===== config.mk =====
export PLATFORM = sky130hd
export DESIGN_NAME = ann_weight_updater
export DESIGN_NICKNAME = d
export VERILOG_FILES = /design/src/rtl/ann_weight_updater.sv
export SDC_FILE = /design/constraint.sdc
export NUM_CORES = 1
export LEC_CHECK = 0
export CAP_MARGIN = 0
export CORE_MARGIN = 2
export CORE_UTILIZATION = 25
export DETAILED_ROUTE_END_ITERATION = 16
export GPL_ROUTABILITY_DRIVEN = 0
export GPL_TIMING_DRIVEN = 0
export SKIP_CTS_REPAIR_TIMING = 1
export SYNTH_ARGS = -nofsm -noshare
export SYNTH_HDL_FRONTEND = slang
export SYNTH_SLANG_ARGS = --single-unit

===== constraint.sdc =====
create_clock -name Clock -period 7.3 [get_ports Clock]
set_input_delay 1.46 -clock Clock [delete_from_list [all_inputs] [get_ports Clock]]
set_output_delay 1.46 -clock Clock [all_outputs]
set_load 0.02 [all_outputs]

===== src/rtl/ann_weight_updater.sv =====
// Backward-pass engine: output errors, then read-modify-write of every output weight.
// Optional hidden error terms are built when ANN_HID_DELTA_EN is defined.
module ann_weight_updater #(
    parameter int N_HID    = 5,
    parameter int N_OUT    = 3,
    parameter int DW       = 10,
    parameter int FRAC     = 6,
    parameter int LR_SHIFT = 2,
    parameter int AW       = 4
) (
    input  logic                  Clock,
    input  logic                  Rst,
    input  logic                  start,
    input  logic [N_OUT*DW-1:0]   target,
    input  logic [N_OUT*DW-1:0]   out_act,
    input  logic [N_HID*DW-1:0]   hid_act,
    output logic                  rd_en,
    output logic [AW-1:0]         rd_addr,
    input  logic [DW-1:0]         rd_data,
    output logic                  wr_en,
    output logic [AW-1:0]         wr_addr,
    output logic [DW-1:0]         wr_data,
    output logic                  busy,
    output logic                  done,
    output logic [N_HID*DW-1:0]   hid_delta
);

    localparam int XW = 2*DW+4;
    localparam int KW = (N_OUT > 1) ? $clog2(N_OUT) : 1;
    localparam int JW = (N_HID > 1) ? $clog2(N_HID) : 1;
    localparam logic [KW-1:0] K_LAST = KW'(N_OUT-1);
    localparam logic [JW-1:0] J_LAST = JW'(N_HID-1);
    localparam logic signed [XW-1:0] SMAX = {{(DW+5){1'b0}}, {(DW-1){1'b1}}};
    localparam logic signed [XW-1:0] SMIN = {{(DW+5){1'b1}}, {(DW-1){1'b0}}};

    typedef enum logic [2:0] {
        S_IDLE, S_ERR, S_RD, S_UPD, S_WR, S_DONE
    } state_t;

    state_t state, nstate;

    logic [N_OUT*DW-1:0]    tgt_q, out_q;
    logic [N_HID*DW-1:0]    hid_q;
    logic signed [DW-1:0]   err_q [N_OUT];
    logic signed [DW-1:0]   err_d [N_OUT];
    logic [KW-1:0]          k_q;
    logic [JW-1:0]          j_q;
    logic                   last;
    logic [DW:0]            diff;
    logic signed [DW-1:0]   err_sel, hid_sel;
    logic signed [2*DW-1:0] prod, dw_s;
    logic signed [XW-1:0]   sum;

    function automatic logic [DW-1:0] sat_dw(input logic signed [XW-1:0] v);
        if (v > SMAX)      sat_dw = SMAX[DW-1:0];
        else if (v < SMIN) sat_dw = SMIN[DW-1:0];
        else               sat_dw = v[DW-1:0];
    endfunction

    assign last    = (k_q == K_LAST) && (j_q == J_LAST);
    assign err_sel = err_q[k_q];
    assign hid_sel = hid_q[j_q*DW +: DW];
    assign prod    = err_sel * hid_sel;
    assign dw_s    = prod >>> (FRAC + LR_SHIFT);
    assign sum     = {{(XW-DW){rd_data[DW-1]}}, rd_data}
                   + {{(XW-2*DW){dw_s[2*DW-1]}}, dw_s};

    // Saturated output error of every neuron, computed one bit wider
    always_comb begin
        diff = '0;
        for (int i = 0; i < N_OUT; i++) begin
            diff = {tgt_q[i*DW+DW-1], tgt_q[i*DW +: DW]}
                 - {out_q[i*DW+DW-1], out_q[i*DW +: DW]};
            err_d[i] = sat_dw({{(XW-DW-1){diff[DW]}}, diff});
        end
    end

    // State register
    always_ff @(posedge Clock or negedge Rst) begin
        if (!Rst) state <= S_IDLE;
        else      state <= nstate;
    end

    // Next state and strobes
    always_comb begin
        nstate = state;
        rd_en  = 1'b0;
        wr_en  = 1'b0;
        busy   = 1'b1;
        done   = 1'b0;
        unique case (state)
            S_IDLE: begin
                busy = 1'b0;
                if (start) nstate = S_ERR;
            end
            S_ERR: nstate = S_RD;
            S_RD: begin
                rd_en  = 1'b1;
                nstate = S_UPD;
            end
            S_UPD: nstate = S_WR;
            S_WR: begin
                wr_en  = 1'b1;
                nstate = last ? S_DONE : S_RD;
            end
            S_DONE: begin
                done   = 1'b1;
                nstate = S_IDLE;
            end
            default: begin
                busy   = 1'b0;
                nstate = S_IDLE;
            end
        endcase
    end

    // Input capture, error registers, indices, address and write data
    always_ff @(posedge Clock or negedge Rst) begin
        if (!Rst) begin
            tgt_q   <= '0;
            out_q   <= '0;
            hid_q   <= '0;
            k_q     <= '0;
            j_q     <= '0;
            rd_addr <= '0;
            wr_addr <= '0;
            wr_data <= '0;
            for (int i = 0; i < N_OUT; i++) err_q[i] <= '0;
        end else begin
            unique case (state)
                S_IDLE: begin
                    if (start) begin
                        tgt_q <= target;
                        out_q <= out_act;
                        hid_q <= hid_act;
                        k_q   <= '0;
                        j_q   <= '0;
                    end
                end
                S_ERR: begin
                    for (int i = 0; i < N_OUT; i++) err_q[i] <= err_d[i];
                    rd_addr <= '0;
                end
                S_UPD: begin
                    wr_data <= sat_dw(sum);
                    wr_addr <= rd_addr;
                end
                S_WR: begin
                    if (!last) begin
                        rd_addr <= rd_addr + 1'b1;
                        if (j_q == J_LAST) begin
                            j_q <= '0;
                            k_q <= k_q + 1'b1;
                        end else begin
                            j_q <= j_q + 1'b1;
                        end
                    end
                end
                default: ;
            endcase
        end
    end

`ifdef ANN_HID_DELTA_EN
    logic signed [XW-1:0]   acc_q [N_HID];
    logic signed [2*DW-1:0] pacc;
    logic [N_HID*DW-1:0]    hid_delta_q;

    assign pacc      = err_sel * $signed(rd_data);
    assign hid_delta = hid_delta_q;

    // Back-propagate errors through the old weights into per-hidden accumulators
    always_ff @(posedge Clock or negedge Rst) begin
        if (!Rst) begin
            hid_delta_q <= '0;
            for (int j = 0; j < N_HID; j++) acc_q[j] <= '0;
        end else if (state == S_ERR) begin
            for (int j = 0; j < N_HID; j++) acc_q[j] <= '0;
        end else if (state == S_UPD) begin
            acc_q[j_q] <= acc_q[j_q] + {{(XW-2*DW){pacc[2*DW-1]}}, pacc};
        end else if (state == S_DONE) begin
            for (int j = 0; j < N_HID; j++)
                hid_delta_q[j*DW +: DW] <= sat_dw(acc_q[j] >>> FRAC);
        end
    end
`else
    assign hid_delta = '0;
`endif

endmodule


==> qor.yml <==
relSlewSlack: 0.146
cp-end-kind: "register"
slowest_delay_ps: 530
worst_pin_slew_ps: 1280
cp-start-kind: "register"
grt_pass1_wl_mm: 56.6
synth_area_um2: 13200
placed_cells: 2387
antenna_left: 0
fin_crit_sh: 1.03
fin_skew_ps: 21.2
path_clk_slew_ps: 80
rsz0062_at_grt: "true"
cp_data_arrival_time_ps: 7890
root_buffer: "clkbuf_16"
rr_startpoint: "j_q[0]$_DFFE_PN0P_"
reg2reg_to: "wr_data[7]$_DFFE_PN0P_"
regArea_um2: 4160
status: "finished, violations left"
drt_iter0_markers: 512
route.vias.total: 11000
initial_core_util: 0.253
worst_path_most_repeated_cell: "fa_1"
worst_slack_ps: -218
ctsHtreeMaxLevel: 4
grt_use_total: 0.134
rows: 84
cts_tree: "yes"
cp_max_fo: 6
port_buffers: 144
final_cells: 2479
cts_buffers: 17
grt_pass1_vias: 10800
violations: "negative setup slack"
worstHoldStart: "hid_q[37]$_DFFE_PN0P_"
hold_path.class: "reg -> reg"
ys_seq_elements: 166
clk_latency_ps: 480
clk_path_buf_depth: 2
fillCellCount: 5351
yosysSeqAreaShare: 0.314
avgSynthCellArea_um2: 8.80
ys_warn_count: 0
synth_edf_count: 0
slowest_stage: "mux4_2"
multi_input_area_um2: 8820
finalNetCount: 2088
drive_gt1_frac: 0.173
boundaryPins: 195
wl_per_cell_um: 15.4
holdPathStages: 2
synth-async-reset-ratio: 1.00
synth_flop_cell: "dfrtp_1"
drv_slew: 0
syn_to_final_growth_pct: 33.9
drc: 0
critical_path_class: "reg -> reg"
wl_mm: 38.1
hpwl_mm: 28.9
die-area_um2: 54900
clkSinkCount: 166
synth.distinct_cells: 70
drv_cap: 0
hold_end: "hid_q[37]$_DFFE_PN0P_"
antenna_found_initial: 4
min_period_ps: 7520
die_x_um: 234
r2r_setup_slack_ps: -220
overflow: 0
via_per_inst: 4.43
grt_max_degree: 119
cp.required_ps: 7670
netlist_instances: 1505
max_freq_mhz: 133
die_y_um: 234
fp.coreArea_um2: 52400
firstDrtPassIters: 5
setup_viol: 9
hold_viol_final: 0
r2r_cells: 32
through the flow:
step	utilization	instance area, um^2	hold WS [ps]	setup WS, ps	TNS [ps]
2_1_floorplan	-	13500	438	19.3	0
3_3_place_gp	0.301	15800	455	-2290	-385630
3_5_place_dp	0.302	15800	459	-1220	-11630
4_1_cts	0.313	16400	477	-1250	-11850
5_1_grt	0.338	17700	495	-508	-4580
6_report	0.338	17700	470	-218	-1860
layout make-up:
cell class                 count  share of cell area
tap                          688              0.0485
clock buffer                  19              0.0250
multi-input combinational   1120               0.497
inverter                     165              0.0351
clock inverter                13             0.00924
antenna                        1            0.000141
timing repair buffer         207               0.114
buffer                       100              0.0366
sequential                   166               0.234
state kept, by name, summed over array words and instances (netlist names):
name / cells
err_q: 30
hid_q: 50
j_q: 3
k_q: 2
out_q: 30
rd_addr: 4
state: 3
tgt_q: 30
wr_addr: 4
wr_data: 10
layer usage:
metal  up-vias  global-route usage  share of wire
met2       255               0.223           0.49
met3        54              0.0343          0.056
met1      5318               0.169           0.43
li1       5339                   -              -
met5         -                   0         0.0011
met4         6              0.0425          0.022
critical path, delay by kind of cell, from the launching register on:
kind,cells,cell delay (ps)
mux,1,530
simple gates,3,380
compound gates,11,1900
fa+ha+maj,7,3080
flops,1,370
buf+inv,9,980
xor+xnor,1,180
layout by cell type, fill, tap and decap left out, drive strengths merged, types with 5 or more instances in the layout:
cell / n
nor2b: 17
o31ai: 8
dfrtp: 166
clkdlybuf4s50: 143
a31oi: 10
mux2i: 16
buf: 124
and2: 15
or3: 6
nand4: 5
a22oi: 6
mux4: 8
o21a: 6
a22o: 8
o21ai: 93
xor2: 17
clkbuf: 59
nand3: 9
a21o: 19
a211oi: 7
maj3: 17
conb: 50
inv: 170
mux2: 5
nor3: 17
nand2b: 15
nand2: 375
nor2: 74
ha: 94
a21oi: 51
fa: 94
xnor2: 28
kinds of logic after synthesis:
group,count (synthesis),share of synthesized area
XOR/XNOR,45,0.0297
AO/OA/AOI/OAI,236,0.115
other,1,0.000283
adder cells (fa/ha/maj),205,0.244
AND/OR/NAND/NOR,552,0.175
buffers and inverters,271,0.0922
multiplexers,29,0.0302
flip-flops,166,0.314
synthesized netlist by cell type, types with 17 or more instances:
library cell / n / area [um^2]
nand2_1: 375 / 1410
dfrtp_1: 166 / 4150
inv_1: 165 / 619
fa_1: 94 / 1880
ha_1: 94 / 1180
nor2_1: 74 / 278
o21ai_0: 66 / 330
buf_4: 51 / 383
clkbuf_1: 49 / 184
a21oi_1: 48 / 240
xnor2_1: 28 / 245
o21ai_1: 27 / 135
a21o_1: 19 / 143
maj3_1: 17 / 170
nor2b_1: 17 / 106
nor3_1: 17 / 85.1
xor2_1: 17 / 149
worst max-delay path by stage:
stage	depth (start not counted)	startpoint	slack, ps	to
2_1_floorplan	33	j_q[0]$_DFFE_PN0P_	20	wr_data[6]$_DFFE_PN0P_
3_3_place_gp	1	Rst	-2290	hid_q[8]$_DFFE_PN0P_
3_5_place_dp	33	k_q[1]$_DFFE_PN0P_	-1220	wr_data[6]$_DFFE_PN0P_
4_1_cts	33	k_q[1]$_DFFE_PN0P_	-1250	wr_data[6]$_DFFE_PN0P_
5_1_grt	31	j_q[0]$_DFFE_PN0P_	-510	wr_data[7]$_DFFE_PN0P_
6_report	32	j_q[0]$_DFFE_PN0P_	-220	wr_data[7]$_DFFE_PN0P_
Power is not shown: default switching activity piles up to over one toggle a cycle in this logic, so the estimate is an artifact.
